## src/rtl/cpu_pkg.sv

```systemverilog
// Shared definitions for the 8-bit CPU: instruction format, op codes,
// ALU opcode values and the control-unit state encoding.
package cpu_pkg;

    // Instruction word layout: [11:8] op, [7:0] immediate
    localparam int unsigned INSTR_W = 12;
    localparam int unsigned OP_MSB  = 11;
    localparam int unsigned OP_LSB  = 8;
    localparam int unsigned IMM_MSB = 7;
    localparam int unsigned IMM_LSB = 0;

    // Instruction op codes; 0x0-0xA map one-to-one onto ALU opcodes
    localparam logic [3:0] OP_INC = 4'h0;
    localparam logic [3:0] OP_ADD = 4'h1;
    localparam logic [3:0] OP_SUB = 4'h2;
    localparam logic [3:0] OP_DEC = 4'h3;
    localparam logic [3:0] OP_AND = 4'h4;
    localparam logic [3:0] OP_IOR = 4'h5;
    localparam logic [3:0] OP_XOR = 4'h6;
    localparam logic [3:0] OP_INV = 4'h7;
    localparam logic [3:0] OP_SHR = 4'h8;
    localparam logic [3:0] OP_SHL = 4'h9;
    localparam logic [3:0] OP_MOV = 4'hA;
    localparam logic [3:0] OP_LDI = 4'hB;
    localparam logic [3:0] OP_CLE = 4'hC;
    localparam logic [3:0] OP_CME = 4'hD;
    localparam logic [3:0] OP_NOP = 4'hE;
    localparam logic [3:0] OP_HLT = 4'hF;

    // ALU opcode values, shared with the ALU
    localparam logic [3:0] ALU_INC = 4'h0;
    localparam logic [3:0] ALU_ADD = 4'h1;
    localparam logic [3:0] ALU_SUB = 4'h2;
    localparam logic [3:0] ALU_DEC = 4'h3;
    localparam logic [3:0] ALU_AND = 4'h4;
    localparam logic [3:0] ALU_IOR = 4'h5;
    localparam logic [3:0] ALU_XOR = 4'h6;
    localparam logic [3:0] ALU_INV = 4'h7;
    localparam logic [3:0] ALU_SHR = 4'h8;
    localparam logic [3:0] ALU_SHL = 4'h9;
    localparam logic [3:0] ALU_MOV = 4'hA;

    // Control-unit states
    typedef enum logic [1:0] {
        ST_IDLE  = 2'd0,
        ST_FETCH = 2'd1,
        ST_EXEC  = 2'd2,
        ST_HALT  = 2'd3
    } state_e;

endpackage

```

## src/rtl/acc_ctrl.sv

```systemverilog
// Accumulator control unit: fetches 12-bit instructions over a req/ack
// port, drives the external combinational ALU and captures its result
// into AC/E; LDI, E manipulation, NOP and HLT are executed locally.
module acc_ctrl
    import cpu_pkg::*;
#(
    parameter int unsigned     PC_W     = 8,
    parameter logic [PC_W-1:0] START_PC = '0
) (
    input  logic                 clk,
    input  logic                 rst,
    input  logic                 start,
    output logic                 instr_req,
    output logic [PC_W-1:0]      instr_addr,
    input  logic                 instr_ack,
    input  logic [INSTR_W-1:0]   instr_data,
    output logic [3:0]           alu_opcode,
    output logic [7:0]           alu_a,
    output logic [7:0]           alu_b,
    output logic                 alu_e,
    input  logic [7:0]           alu_res,
    input  logic                 alu_e_res,
    output logic [7:0]           ac,
    output logic                 e,
    output logic                 busy,
    output logic                 halted
);

    state_e              state_q, state_d;
    logic [PC_W-1:0]     pc_q, pc_d;
    logic [INSTR_W-1:0]  ir_q, ir_d;
    logic [7:0]          ac_q, ac_d;
    logic                e_q, e_d;
    logic [3:0]          op;

    assign op = ir_q[OP_MSB:OP_LSB];

    // State and datapath registers with synchronous reset
    always_ff @(posedge clk) begin
        if (rst) begin
            state_q <= ST_IDLE;
            pc_q    <= START_PC;
            ir_q    <= '0;
            ac_q    <= '0;
            e_q     <= 1'b0;
        end else begin
            state_q <= state_d;
            pc_q    <= pc_d;
            ir_q    <= ir_d;
            ac_q    <= ac_d;
            e_q     <= e_d;
        end
    end

    // Next-state, fetch/decode/execute and ALU opcode selection
    always_comb begin
        state_d    = state_q;
        pc_d       = pc_q;
        ir_d       = ir_q;
        ac_d       = ac_q;
        e_d        = e_q;
        alu_opcode = ALU_MOV;
        unique case (state_q)
            ST_IDLE: begin
                if (start) state_d = ST_FETCH;
            end
            ST_FETCH: begin
                if (instr_ack) begin
                    ir_d    = instr_data;
                    pc_d    = pc_q + PC_W'(1);
                    state_d = ST_EXEC;
                end
            end
            ST_EXEC: begin
                state_d = ST_FETCH;
                if (op <= OP_MOV) begin
                    alu_opcode = op;
                    ac_d       = alu_res;
                    e_d        = alu_e_res;
                end else begin
                    unique case (op)
                        OP_LDI:  ac_d = ir_q[IMM_MSB:IMM_LSB];
                        OP_CLE:  e_d  = 1'b0;
                        OP_CME:  e_d  = ~e_q;
                        OP_HLT:  state_d = ST_HALT;
                        default: ;
                    endcase
                end
            end
            ST_HALT: begin
                if (start) state_d = ST_FETCH;
            end
            default: state_d = ST_IDLE;
        endcase
    end

    assign instr_req  = (state_q == ST_FETCH);
    assign instr_addr = pc_q;
    assign alu_a      = ac_q;
    assign alu_b      = ir_q[IMM_MSB:IMM_LSB];
    assign alu_e      = e_q;
    assign ac         = ac_q;
    assign e          = e_q;
    assign busy       = (state_q == ST_FETCH) || (state_q == ST_EXEC);
    assign halted     = (state_q == ST_HALT);

endmodule

```

## config.mk

```make
export PLATFORM = sky130hd
export DESIGN_NAME = acc_ctrl
export DESIGN_NICKNAME = d
export VERILOG_FILES = /design/src/rtl/cpu_pkg.sv /design/src/rtl/acc_ctrl.sv
export SDC_FILE = /design/constraint.sdc
export NUM_CORES = 1
export LEC_CHECK = 0
export CELL_PAD_IN_SITES_DETAIL_PLACEMENT = 0
export CELL_PAD_IN_SITES_GLOBAL_PLACEMENT = 1
export CORE_MARGIN = 2
export CORE_UTILIZATION = 26
export CTS_CLUSTER_DIAMETER = 150
export DETAILED_ROUTE_END_ITERATION = 16
export PLACE_DENSITY = 0.85
export SYNTH_ARGS = -nofsm -noshare
export SYNTH_HDL_FRONTEND = slang
export SYNTH_SLANG_ARGS = --single-unit
```

## constraint.sdc

```tcl
create_clock -name clk -period 1.55 [get_ports clk]
set_input_delay 0.3875 -clock clk [delete_from_list [all_inputs] [get_ports clk]]
set_output_delay 0.3875 -clock clk [all_outputs]
set_load 0.02 [all_outputs]
```

==> summary.md <==
| Metric | Value |
|---|---|
| Clock root cell | clkbuf_8 |
| Period utilization | 106% |
| Worst Hold Slack | 0.482 ns |
| WL final | 4.15 mm |
| Std-Cell Rows | 27 |
| Via density | 4.44 |
| Vias in the first global route | 1,362 |
| Failing checks | setup timing |
| Slew HR | 81.2% |
| Final worst slack | -0.0962 ns |
| Placed Area | 2270 µm² |
| Slowest stage delay, CP | 0.32 ns |
| Worst setup path class | register to output port |
| Initial antenna violation count | 0 |
| Area grow syn2layout | 65.1% |
| Tot GR Track Use | 13.4% |
| Startpoint Class | register |
| Total gr overflow | 0 |
| CTS Buffer Depth | 2 |
| Synth area leader | dfxtp_1 |
| WL/cell | 12.7 µm |
| CORE AREA | 5470 µm² |
| ANT nets after route | 0 |
| Status | finished, violations left |
| Fraction of layout instances using a drive strength above 1 | 24.7% |
| RSZ-0062 raised after global routing | true |
| Cts hold-fix bufs | 0 |
| Slowest CP cell | dfxtp_2 |
| Crit path DAT | 1.26 ns |
| Worst clock skew | 0.00575 ns |
| Number of fill cells | 568 |
| Largest net degree at the start of global routing | 32 |
| Starting DRT DRC Count | 85 |
| # DRC | 0 |
| Final Wtd Congestion | 0.824 |
| Yosys cell types | 25 |
| Min-delay worst type | register to register |
| CP bufs+invs | 2 |
| Multi-input logic area | 748 µm² |
| Synth Instances | 180 |
| Clock Pin Slew Worst Setup and Hold Paths | 0.07 ns |
| Avg Inst Size Synth | 8.18 µm² |
| Final nets | 283 |
| Max cap viols | 0 |
| Post-Syn Area | 1470 µm² |
| Post-synth net total | 209 |
| Register area | 623 µm² |
| Design area | 2430 µm² |
| Yosys top cell area share | 42.1% |
| Fmax achieved | 607 MHz |
| Worst path top cell family by delay | flip-flops |
| Ranking of synthesized cells by area | dfxtp_1 (42%), buf_4 (8.7%), nand2_1 (7.9%), nor2_1 (6.9%), a21oi_1 (6.1%) |
| Starting Density | 26.9% |
| Die area | 6280 µm² |
| Total number of vias | 1,453 |
| CP Data Required Time | 1.16 ns |
| Final Hold Viols | 0 |
| Leak Pwr | 1.10 nW |
| CTS tree | yes |
| Clk_lat worst skew | 0.28 ns |
| FF+latch count, synth | 31 |
| Post-detail-place hpwl | 3.07 mm |
| # port buffers | 65 |
| Num CTS Buffers | 5 |
| Critical path fanouts, max | 2 |
| Pwr Density | 1330 nW/µm² |
| Final setup viols | 3 |
| Final Critical Period | 1.65 ns |
| Crit. End Element | output port |
| Die height | 79.3 µm |
| Yosys warning count | 0 |
| # clock sinks | 31 |
| Die X | 79.3 µm |
| Least-Margin Pin Slew | 0.282 ns |
| Number of H-tree levels | 2 |
| Drt pass-1 iters | 6 |
| Sequential share of the synthesized area | 42.1% |
| Antenna diode count | 0 |
| Critical Path, Cell by Cell | inv_2 -> ha_4 -> a21boi_4 -> and3_4 -> buf_6 |
| I/O pin cnt | 66 |
| Pins Over Slew Limit | 0 |
| Worst vdd ir | 0.452 mV |
| First-pass GRT wire length | 6.51 mm |
## state kept, by name, indices dropped and copies added, names as in the netlist
name and cells:
alu_e 1, state_q 2, instr_addr 8, ir_q 12, ac 8
## cells by family (layout without fill, tap and decap cells)
family	count (synthesis)	after routing	synth area share [%]
and+or+nand+nor	75	75	22.4
AOI/OAI and AO/OA	34	34	15.8
DFF	31	31	42.1
buffers and inverters	29	104	12.1
xor gates and xnor gates	7	7	4.16
adders and majority gates	4	4	3.40
## through the flow
step | TNS (ns) | setup slack [ns] | total power, W | std cells | util [%]
after floorplan | 0 | 0.0299 | 0.00190 | 180 | -
after global placement | -2.97 | -0.317 | 0.00251 | 316 | 41.5
after detailed placement | -3.23 | -0.334 | 0.00254 | 316 | 41.5
after CTS | -0.284 | -0.112 | 0.00317 | 327 | 43.2
after global routing | -0.425 | -0.156 | 0.00346 | 327 | 44.4
final | -0.199 | -0.0962 | 0.00324 | 327 | 44.4
## synthesized netlist by cell type
| library cell | count |
|---|---|
| o221a_2 | 8 |
| dfxtp_1 | 31 |
| xor2_1 | 6 |
| nand2b_1 | 3 |
| a311oi_1 | 1 |
| buf_4 | 17 |
| a21oi_2 | 1 |
| and2_4 | 1 |
| a21oi_1 | 18 |
| inv_1 | 4 |
| and2_1 | 1 |
| nor2b_1 | 2 |
| nand2_1 | 31 |
| buf_2 | 4 |
| nor2_1 | 27 |
| xnor2_1 | 1 |
| o21ai_0 | 4 |
| a21boi_1 | 1 |
| o211ai_1 | 1 |
| or4_1 | 1 |
| and3_1 | 3 |
| nand4_1 | 5 |
| ha_1 | 4 |
| clkbuf_1 | 4 |
| nand4b_1 | 1 |
## area by class of cell
type                            count  area share (%)
Sequential cell                    31            25.6
Tap cell                           72            3.71
Clock buffer                        8            4.12
Inverter                            4           0.618
Multi-Input combinational cell    120            30.8
Timing Repair Buffer               92            35.2
## per-layer routing
metal / vias up / track usage [%] / routed length [µm]
met2: 42 / 21.1 / 1910
li1: 737 / - / -
met1: 667 / 16.5 / 1890
met3: 7 / 4.89 / 275
met5: - / 0 / 0
met4: 0 / 5.69 / 68
## tightest hold or removal path, delay by kind of cell (launching register included)
kind            cells  cell delay (ns)
flops               1             0.32
simple gates        1             0.06
compound gates      1             0.05
## where the power goes
group	internal [W]	total (W)	switching [W]
Combinational	0.000749	0.00152	0.000766
Sequential	0.000929	0.00103	0.0000987
Clock	0.000405	0.000698	0.000293
## path summary, 6_finish.rpt
kind	startpoint	to	slack, ns	cells past startpoint
worst max-delay path	state_q[0]$_SDFFE_PP0P_	alu_opcode[0]	-0.1	5
worst min-delay path	ir_q[1]$_SDFFE_PP0P_	ir_q[1]$_SDFFE_PP0P_	0.48	2
worst max register to register	state_q[0]$_SDFFE_PP0P_	state_q[1]$_SDFFE_PP0P_	0.01	7
worst min register to register	ir_q[1]$_SDFFE_PP0P_	ir_q[1]$_SDFFE_PP0P_	0.48	2
## cells in the final DEF, fill, tap and decap left out, drive strengths merged, types with 3 or more instances in the layout
cell type,count
dfxtp,31
inv,4
buf,34
a21oi,19
and3,3
nand4,5
clkdlybuf4s50,24
o221a,8
nor2,27
dlygate4sd2,34
clkbuf,8
nand2b,3
o21ai,4
nand2,31
xor2,6
ha,4
## repair_timing
item	in CTS	in global routing
endpoints found under the setup margin	59	25
gates resized for setup	76	17
pin swaps	3	2
buffers inserted	3	0
No activity file was read; power rests on OpenSTA's default activity.
